## src/rtl/uart_pkg.sv

```systemverilog
// Shared types and helpers for the UART receive path: FSM state encoding,
// default oversampling ratio, baud divisor rounding and 2-of-3 majority vote.
package uart_pkg;

  localparam int unsigned DEFAULT_OVERSAMPLE = 16;

  typedef enum logic [1:0] {
    IDLE,
    START,
    DATA,
    STOP
  } rx_state_e;

  // Rounded clk-to-sample-tick divisor, computed in 64 bits to avoid overflow.
  function automatic int unsigned baud_divisor(input int unsigned clk_hz,
                                               input int unsigned baud,
                                               input int unsigned oversample);
    longint unsigned den;
    longint unsigned num;
    den = 64'(baud) * 64'(oversample);
    num = 64'(clk_hz) + den / 2;
    return 32'(num / den);
  endfunction

  function automatic logic majority3(input logic a, input logic b, input logic c);
    return (a & b) | (a & c) | (b & c);
  endfunction

endpackage

```

## src/rtl/uart_rx_tick_gen.sv

```systemverilog
// Free-running divide-by-DIV counter producing a one-clk sample-tick enable;
// a synchronous clear realigns the tick phase to a detected start edge.
module uart_rx_tick_gen #(
  parameter int unsigned DIV = 8
) (
  input  logic clk,
  input  logic reset,
  input  logic clear,
  output logic tick
);

  localparam int unsigned CW = (DIV > 1) ? $clog2(DIV) : 1;
  localparam logic [CW-1:0] LAST = CW'(DIV - 1);

  logic [CW-1:0] cnt_q, cnt_d;

  always_comb begin
    if (clear || (cnt_q == LAST)) begin
      cnt_d = '0;
    end else begin
      cnt_d = cnt_q + CW'(1);
    end
  end

  always_ff @(posedge clk) begin
    if (reset) begin
      cnt_q <= '0;
    end else begin
      cnt_q <= cnt_d;
    end
  end

  assign tick = !clear && (cnt_q == LAST);

endmodule

```

## src/rtl/uart_receiver.sv

```systemverilog
// Oversampling UART receiver (start, FRAME_DATA_LENGTH data bits, stop), mid-cell sampling.
// Optional: define UART_RX_MAJORITY_EN for a 2-of-3 vote around mid-cell.
module uart_receiver
  import uart_pkg::*;
#(
  parameter int unsigned NATIVE_CLK_FREQUENCY = 1000000000,
  parameter int unsigned BAUDRATE             = 9600,
  parameter int unsigned FRAME_DATA_LENGTH    = 8,
  parameter int unsigned BIG_ENDIAN           = 0,
  parameter int unsigned OVERSAMPLE           = DEFAULT_OVERSAMPLE
) (
  input  logic                           clk,
  input  logic                           reset,
  input  logic                           rx,
  output logic [0:FRAME_DATA_LENGTH-1]   data,
  output logic                           valid,
  output logic                           framing_error,
  output logic                           busy
);

  localparam int unsigned DIV = baud_divisor(NATIVE_CLK_FREQUENCY, BAUDRATE, OVERSAMPLE);
  localparam int unsigned SW  = $clog2(OVERSAMPLE);
  localparam int unsigned BW  = (FRAME_DATA_LENGTH > 1) ? $clog2(FRAME_DATA_LENGTH) : 1;

  localparam logic [SW-1:0] CELL_LAST = SW'(OVERSAMPLE - 1);
  localparam logic [BW-1:0] BIT_LAST  = BW'(FRAME_DATA_LENGTH - 1);
`ifdef UART_RX_MAJORITY_EN
  localparam logic [SW-1:0] START_DEC = SW'(OVERSAMPLE / 2);
`else
  localparam logic [SW-1:0] START_DEC = SW'(OVERSAMPLE / 2 - 1);
`endif

  if (DIV < 2) begin : g_div_check
    $error("uart_receiver: clock divisor below 2, raise clk frequency or lower baud rate");
  end
  if ((OVERSAMPLE < 8) || (OVERSAMPLE % 2 != 0)) begin : g_os_check
    $error("uart_receiver: OVERSAMPLE must be even and at least 8");
  end
  if (FRAME_DATA_LENGTH < 2) begin : g_len_check
    $error("uart_receiver: FRAME_DATA_LENGTH must be at least 2");
  end

  logic rx_meta_q, rx_meta_d;
  logic rx_s_q, rx_s_d;
  logic rx_p_q, rx_p_d;

  rx_state_e                    state_q, state_d;
  logic [SW-1:0]                sample_cnt_q, sample_cnt_d;
  logic [BW-1:0]                bit_cnt_q, bit_cnt_d;
  logic [0:FRAME_DATA_LENGTH-1] shift_q, shift_d;
  logic [0:FRAME_DATA_LENGTH-1] data_q, data_d;
  logic                         valid_q, valid_d;
  logic                         ferr_q, ferr_d;

  logic tick;
  logic tick_clear;
  logic line_bit;

  uart_rx_tick_gen #(
    .DIV(DIV)
  ) u_tick_gen (
    .clk  (clk),
    .reset(reset),
    .clear(tick_clear),
    .tick (tick)
  );

  always_comb begin
    rx_meta_d = rx;
    rx_s_d    = rx_meta_q;
    rx_p_d    = rx_s_q;
  end

`ifdef UART_RX_MAJORITY_EN
  // Holds the two preceding tick samples; the current one completes the vote.
  logic [1:0] hist_q, hist_d;

  always_comb begin
    hist_d = hist_q;
    if (tick) begin
      hist_d = {hist_q[0], rx_s_q};
    end
  end

  always_ff @(posedge clk) begin
    if (reset) begin
      hist_q <= 2'b11;
    end else begin
      hist_q <= hist_d;
    end
  end

  assign line_bit = majority3(hist_q[1], hist_q[0], rx_s_q);
`else
  assign line_bit = rx_s_q;
`endif

  always_comb begin
    // NOTE: every output of this block gets a default first, so no path leaves one unassigned (no latches).
    state_d      = state_q;
    sample_cnt_d = sample_cnt_q;
    bit_cnt_d    = bit_cnt_q;
    shift_d      = shift_q;
    data_d       = data_q;
    valid_d      = 1'b0;
    ferr_d       = 1'b0;
    tick_clear   = 1'b0;

    unique case (state_q)
      IDLE: begin
        if (rx_p_q && !rx_s_q) begin
          state_d      = START;
          tick_clear   = 1'b1;
          sample_cnt_d = '0;
          bit_cnt_d    = '0;
        end
      end

      START: begin
        if (tick) begin
          if (sample_cnt_q == START_DEC) begin
            sample_cnt_d = '0;
            state_d      = line_bit ? IDLE : DATA;
          end else begin
            sample_cnt_d = sample_cnt_q + SW'(1);
          end
        end
      end

      DATA: begin
        if (tick) begin
          if (sample_cnt_q == CELL_LAST) begin
            sample_cnt_d = '0;
            if (BIG_ENDIAN != 0) begin
              shift_d = {shift_q[1:FRAME_DATA_LENGTH-1], line_bit};
            end else begin
              shift_d = {line_bit, shift_q[0:FRAME_DATA_LENGTH-2]};
            end
            if (bit_cnt_q == BIT_LAST) begin
              bit_cnt_d = '0;
              state_d   = STOP;
            end else begin
              bit_cnt_d = bit_cnt_q + BW'(1);
            end
          end else begin
            sample_cnt_d = sample_cnt_q + SW'(1);
          end
        end
      end

      STOP: begin
        if (tick) begin
          if (sample_cnt_q == CELL_LAST) begin
            sample_cnt_d = '0;
            state_d      = IDLE;
            if (line_bit) begin
              data_d  = shift_q;
              valid_d = 1'b1;
            end else begin
              ferr_d = 1'b1;
            end
          end else begin
            sample_cnt_d = sample_cnt_q + SW'(1);
          end
        end
      end

      default: state_d = IDLE;
    endcase
  end

  always_ff @(posedge clk) begin
    // NOTE: state registers use non-blocking assignments so every flop samples pre-edge values.
    if (reset) begin
      rx_meta_q    <= 1'b1;
      rx_s_q       <= 1'b1;
      rx_p_q       <= 1'b1;
      state_q      <= IDLE;
      sample_cnt_q <= '0;
      bit_cnt_q    <= '0;
      shift_q      <= '0;
      data_q       <= '0;
      valid_q      <= 1'b0;
      ferr_q       <= 1'b0;
    end else begin
      rx_meta_q    <= rx_meta_d;
      rx_s_q       <= rx_s_d;
      rx_p_q       <= rx_p_d;
      state_q      <= state_d;
      sample_cnt_q <= sample_cnt_d;
      bit_cnt_q    <= bit_cnt_d;
      shift_q      <= shift_d;
      data_q       <= data_d;
      valid_q      <= valid_d;
      ferr_q       <= ferr_d;
    end
  end

  assign data          = data_q;
  assign valid         = valid_q;
  assign framing_error = ferr_q;
  assign busy          = (state_q != IDLE);

endmodule

```

## config.mk

```make
export PLATFORM = sky130hd
export DESIGN_NAME = uart_receiver
export DESIGN_NICKNAME = d
export VERILOG_FILES = /design/src/rtl/uart_pkg.sv /design/src/rtl/uart_rx_tick_gen.sv /design/src/rtl/uart_receiver.sv
export SDC_FILE = /design/constraint.sdc
export NUM_CORES = 1
export LEC_CHECK = 0
export CELL_PAD_IN_SITES_DETAIL_PLACEMENT = 1
export CELL_PAD_IN_SITES_GLOBAL_PLACEMENT = 2
export CORE_AREA = 2 2 76 78
export DETAILED_ROUTE_END_ITERATION = 8
export DIE_AREA = 0 0 78 80
export PLACE_DENSITY_LB_ADDON = 0.1
export SLEW_MARGIN = 10
export SYNTH_ARGS = -nofsm -noshare
export SYNTH_HDL_FRONTEND = slang
export SYNTH_SLANG_ARGS = --single-unit
```

## constraint.sdc

```tcl
create_clock -name clk -period 2.3 [get_ports clk]
set_input_delay 0.23 -clock clk [delete_from_list [all_inputs] [get_ports clk]]
set_output_delay 0.23 -clock clk [all_outputs]
set_load 0.005 [all_outputs]
```

# Yosys cells after proc, flatten, opt, wreduce, memory -nomap -nowiden
# Cells that the tools add are included.
# Widths: inputs -> output; s select.
# word_totals
ff_bits	43
input_bits	3
output_inout_bits	11
elab_cells	74
# classes
add_sub_neg	3
n_eq_ne	16
mux	25
n_bitwise	3
n_reduce_logical	16
# ops
op	count
$mux 4	5
$mux 2	9
$ne 2x2->1 const B	8
$add 13x1->13 const B	1
$eq 13x13->1 const B	1
$mux 3	4
$pmux 4 s3	1
$pmux 2 s4	1
$reduce_and 4->1	2
$reduce_and 8->1	1
$pmux 3 s2	1
$reduce_and 3->1	2
$add 4x1->4 const B	1
$eq 2x2->1 const B	2
$eq 4x3->1 const B	1
$eq 4x4->1 const B	1
$mux 1	4
$reduce_bool 2->1	2
$reduce_or 2->1	2
$reduce_or 4->1	1
$add 3x1->3 const B	1
$eq 3x3->1 const B	1
$not 1->1	3
$eq 2x1->1 const B	1
5 further kinds	7

# Logic depth before layout (Yosys ltp)
# depth
ltp_word	8
mapped_depth	7
depth_no_buf	6

# Modules after synthesis
# Synthesis repeated with hierarchy kept, for this count alone.
# unflattened
hier_cells	222
hier_area_um2	2020.7
# by_module_without_submodules
module	n_inst	cells_each	area_per_inst_um2
uart_receiver	1	151	1370.1
uart_rx_tick_gen	1	71	650.6

# Worst setup path after synthesis
# No wires, ideal clock.
# synth_path
path_type	register to register
from	reg sample_cnt_q[0]
to	reg sample_cnt_q[3]
setup_ns	0.074
arrival_ns	1.638
path_slack_ns	0.587
stages_incl_launch_ff	6
path_cell_list	dfxtp_1 -> ha_1 -> and4_2 -> or3_1 -> a2111o_1 -> a31oi_1
# synth_between
elab_chain_cells	4
elab_cells_between_ends	8
# synth_rtl
item	line_no	text
from (decl)	uart_receiver.sv:48	logic [SW-1:0] sample_cnt_q, sample_cnt_d;
from (signal assigned)	uart_receiver.sv:190	sample_cnt_q <= sample_cnt_d;
$add 4x1->4, or another cell as far along	uart_receiver.sv:125, uart_receiver.sv:146, uart_receiver.sv:163	
$mux 4, on equally long branches	uart_receiver.sv:132, uart_receiver.sv:153, uart_receiver.sv:121	
$mux 4, on equally long branches	uart_receiver.sv:131, uart_receiver.sv:120	
$pmux 4 s3 *	uart_receiver.sv:109	unique case (state_q)
# Mark *: on every way between the ends. The rest lies on a longest branch, timed or not. The select of a mux whose other input is x is not followed.
# A chain may end at the register's enable or synchronous reset.

# Final worst setup path
# layout_path
from	reg u_tick_gen.cnt_q[0]
to	reg data_q (netlist bit data[2])
# layout_between
elab_chain_cells	3
# layout_rtl
item	line_no	text
from (decl)	uart_rx_tick_gen.sv:15	logic [CW-1:0] cnt_q, cnt_d;
from (signal assigned)	uart_rx_tick_gen.sv:29	cnt_q <= cnt_d;
$eq 13x13->1	uart_rx_tick_gen.sv:33	assign tick = !clear && (cnt_q == LAST);
$logic_and 1x1->1	uart_rx_tick_gen.sv:33	
$reduce_and 4->1 (no source line)	n/a	
to (signal assigned)	uart_receiver.sv:193	data_q <= data_d;
to (decl)	uart_receiver.sv:51	logic [0:FRAME_DATA_LENGTH-1] data_q, data_d;
# No other way between the ends.

==> insert_results.sql <==
INSERT INTO impl_metrics (metric_group, metric, value, unit) VALUES
('outcome', 'run_status', 'finished, final reports clean', ''),
('sta', 'timing.fmax', '516.3', 'MHz'),
('floorplanning', 'rows', '27', ''),
('worst_setup_path', 'crit_arrival', '2.10', 'ns'),
('power', 'pwr_density_cell', '593.1', 'mW/mm^2'),
('layout', 'nNetsFinal', '223', ''),
('logic_synthesis', 'yosysWarningCount', '0', ''),
('floorplanning', 'num_io_pins', '14', ''),
('global_route', 'maximum_number_of_pins_on_one_net_before_global_route_repair', '21', ''),
('logic_synthesis', 'synth_fp_nets', '208', ''),
('clock_tree', 'ctsHtreeMaxLevel', '2', ''),
('route', 'routed_wire_length_per_instance', '14.40', 'um'),
('route', 'detail_route.first_pass.iterations', '3', ''),
('clock_tree', 'clkSlewWorstSetupHoldPaths', '0.08', 'ns'),
('clock_tree', 'clock_latency', '0.29', 'ns'),
('route', 'first_iter_violations', '27', ''),
('worst_setup_path', 'critPathCaptureType', 'flip-flop', ''),
('clock_tree', 'cts_inserted_buffers', '5', ''),
('sta', 'report.final.hold_viol_count', '0', ''),
('sta', 'setup-violations-final', '0', ''),
('worst_setup_path', 'critical_path.reg2reg.startpoint', 'u_tick_gen.cnt_q[0]', ''),
('clock_tree', 'clock-sinks', '43', ''),
('layout', 'multiInputGateArea', '924.6', 'um^2'),
('global_route', 'grt_pass1_vias', '1543', ''),
('global_route', 'grt_use_total', '14.78', '%'),
('logic_synthesis', 'synth-seq-cells', '43', ''),
('sta', 'fin_crit', '1.937', 'ns'),
('floorplanning', 'dieHeight', '80', 'um'),
('sta', 'setup_repair_after_global_routing_missed_its_margin', 'false', ''),
('logic_synthesis', 'post_synth.cell_area_avg', '9.353', 'um^2'),
('floorplanning', 'die_area', '0.006240', 'mm^2'),
('sta', 'worst_hold_check_slack', '0.4183', 'ns'),
('layout', 'layout_cells_sized_above_1', '9.722', '%'),
('route', 'ant_nets', '0', ''),
('hold_path', 'timing.hold.worst_path_depth', '1', ''),
('clock_tree', 'postCtsSetupRepairBufs', '0', ''),
('route', 'drc', '0', ''),
('sta', 'worst-slew-pin-transition', '0.5332', 'ns'),
('sta', 'totalNegativeSetupSlack', '0', 'ns'),
('layout', 'area_taken_by_flip_flops_and_latches', '860.8', 'um^2'),
('sta', 'drv_slew', '0', ''),
('worst_setup_path', 'r2r_end', 'data[2]', ''),
('hold_path', 'whs_endpoint', 'line_bit', ''),
('global_route', 'grt_antenna_before_repair', '0', ''),
('clock_tree', 'post_cts_hold_buffer_count', '0', ''),
('logic_synthesis', 'synth_sequential_area_ratio', '46.02', '%'),
('placed_design', 'numPortBuffers', '13', ''),
('sta', 'worst_clock_skew', '0.005926', 'ns'),
('clock_tree', 'tritoncts', 'done', ''),
('placed_design', 'place_congestion', '0.7334', ''),
('layout', 'area_growth_syn_to_layout', '14.18', '%'),
('logic_synthesis', 'synth.lib_cells_used.distinct', '33', ''),
('route', 'detail_route.vias_per_cell', '5.076', ''),
('layout', 'final.fill_count', '649', ''),
('run', 'maxCapViolCount', '0', ''),
('power', 'leakagePower', '0.8495', 'nW'),
('logic_synthesis', 'netlist_area', '0.001871', 'mm^2'),
('sta', 'timing.final.crit_share', '84.22', '%'),
('layout', 'layout_commonest_cell', 'dfxtp_1', ''),
('worst_setup_path', 'worstPathMaxFanout', '8', ''),
('floorplanning', 'design.core.area', '0.005405', 'mm^2'),
('clock_tree', 'clk_path_buf_depth', '2', ''),
('global_route', 'globalRoute.totalOverflow', '0', ''),
('worst_setup_path', 'setup.reg_to_reg.worst_slack', '0.36', 'ns'),
('route', 'total_via_count_after_detailed_routing', '1462', ''),
('floorplanning', 'die_width', '78', 'um'),
('clock_tree', 'clock_tree.root_cell', 'clkbuf_8', ''),
('global_route', 'grt_first_pass_wirelength', '7238', 'um'),
('hold_path', 'hold_start', 'rx_meta_q', ''),
('worst_setup_path', 'worst_ep_required_time', '2.46', 'ns'),
('layout', 'mostFrequentLayoutCells', '43 x dfxtp_1, 22 x nand2_1, 20 x nor2_1', ''),
('layout', 'num_antenna_cells', '0', ''),
('logic_synthesis', 'syn-instance-count', '200', ''),
('clock_tree', 'cts.repair.resized', '0', ''),
('route', 'drt-total-wl', '4146', 'um'),
('worst_setup_path', 'cp_launch_type', 'flip-flop', ''),
('worst_setup_path', 'setup.worst_path.class', 'reg2reg', ''),
('worst_setup_path', 'worst_r2r_path_depth', '5', ''),
('hold_path', 'timing.hold.worst.class', 'reg2reg', ''),
('power', 'peakVddDrop', '0.3240', 'mV'),
('floorplanning', 'start_util', '34.61', '%'),
('placed_design', 'hpwlAfterDp', '3035', 'um'),
('sta', 'slew_headroom', '64.36', '%');
[cells by family after synthesis]
group                    share of synthesized area (%)
AND/OR/NAND/NOR                                  25.69
AO/OA/AOI/OAI                                    6.622
buffers and inverters                            4.548
multiplexers                                     9.097
flip-flops                                       46.02
XOR/XNOR                                         4.682
adder cells (fa/ha/maj)                          3.344
[through the flow]
| step | std cells | power, mW | instance area (um^2) | worst slack, ns | util [%] |
|---|---|---|---|---|---|
| after floorplan | 200 | 0.8101 | 1871 | 0.5875 | - |
| after global placement | 280 | 0.8254 | 2054 | 0.3955 | 38.01 |
| after detailed placement | 280 | 0.8271 | 2054 | 0.3553 | 38.01 |
| after CTS | 288 | 1.293 | 2136 | 0.3498 | 39.51 |
| after global routing | 288 | 1.333 | 2136 | 0.2047 | 39.51 |
| final | 288 | 1.267 | 2136 | 0.3630 | 39.51 |
[registers in the layout, summed over array words and instances (netlist names), named ones only]
register and flops:
u_tick_gen.cnt_q 13, data 8, shift_q 8, sample_cnt_q 4
bit_cnt_q 3, framing_error 1, line_bit 1, rx_meta_q 1
rx_p_q 1, state_q 1, valid 1
[worst max-delay path by stage]
stage / startpoint / end / slack [ns] / depth (start not counted)
global placement: sample_cnt_q[0] / data[4] / 0.40 / 4
CTS: sample_cnt_q[0] / data[6] / 0.35 / 4
finish: u_tick_gen.cnt_q[0] / data[2] / 0.36 / 5
floorplan: sample_cnt_q[0] / sample_cnt_q[3] / 0.59 / 5
global route: sample_cnt_q[0] / data[6] / 0.20 / 4
detailed placement: sample_cnt_q[0] / data[5] / 0.36 / 4
[worst max-delay path, stage by stage (launching register included)]
cell,delay [ns]
dfxtp_1,0.40
ha_1,0.17
and4b_2,0.27
nand3_1,0.14
or3_1,0.63
mux2i_1,0.20
[final cells by class]
cell class,instances,area share (%)
clock buffers,7,3.574
clock inverters,1,0.2343
inverters,5,0.8787
multi-input cells,143,43.29
flip-flops and latches,43,40.30
well taps,72,4.218
repair buffers,17,7.499
[synth_stat cells (all sizes together)]
cell / count / share of area [%]
or4b: 1 / 0.54
a2111o: 1 / 0.60
nand2b: 1 / 0.33
mux2i: 17 / 9.1
or2: 3 / 1.0
or4: 1 / 0.40
and3: 4 / 1.5
o32ai: 1 / 0.47
inv: 5 / 1.0
and4bb: 1 / 0.67
nor2: 20 / 4.0
clkbuf: 3 / 0.60
o21a: 1 / 0.40
and4b: 1 / 0.60
o21ai: 7 / 1.9
xnor2: 6 / 2.8
nor4b: 1 / 1.3
or3: 5 / 1.7
nor3: 4 / 1.1
dfxtp: 43 / 46
nand3: 13 / 3.5
nand2: 22 / 4.4
and2: 1 / 0.33
a21oi: 8 / 2.1
ha: 5 / 3.3
buf: 6 / 2.9
a31oi: 2 / 0.67
xor2: 4 / 1.9
nand4: 10 / 3.3
a21o: 1 / 0.47
and4: 2 / 1.1
[where the power goes]
group	leakage [nW]	switching [mW]	internal, mW
logic	0.460	0.0290	0.0183
clock network	0.0422	0.245	0.213
registers	0.347	0.00954	0.751
[per-layer routing]
metal  GRT usage [%]  routed length, um
met5               0                  0
met1           17.60               1897
met3           3.394                 97
met4           5.439                 55
met2           25.95               2095
(Power assumes the default switching activity.)
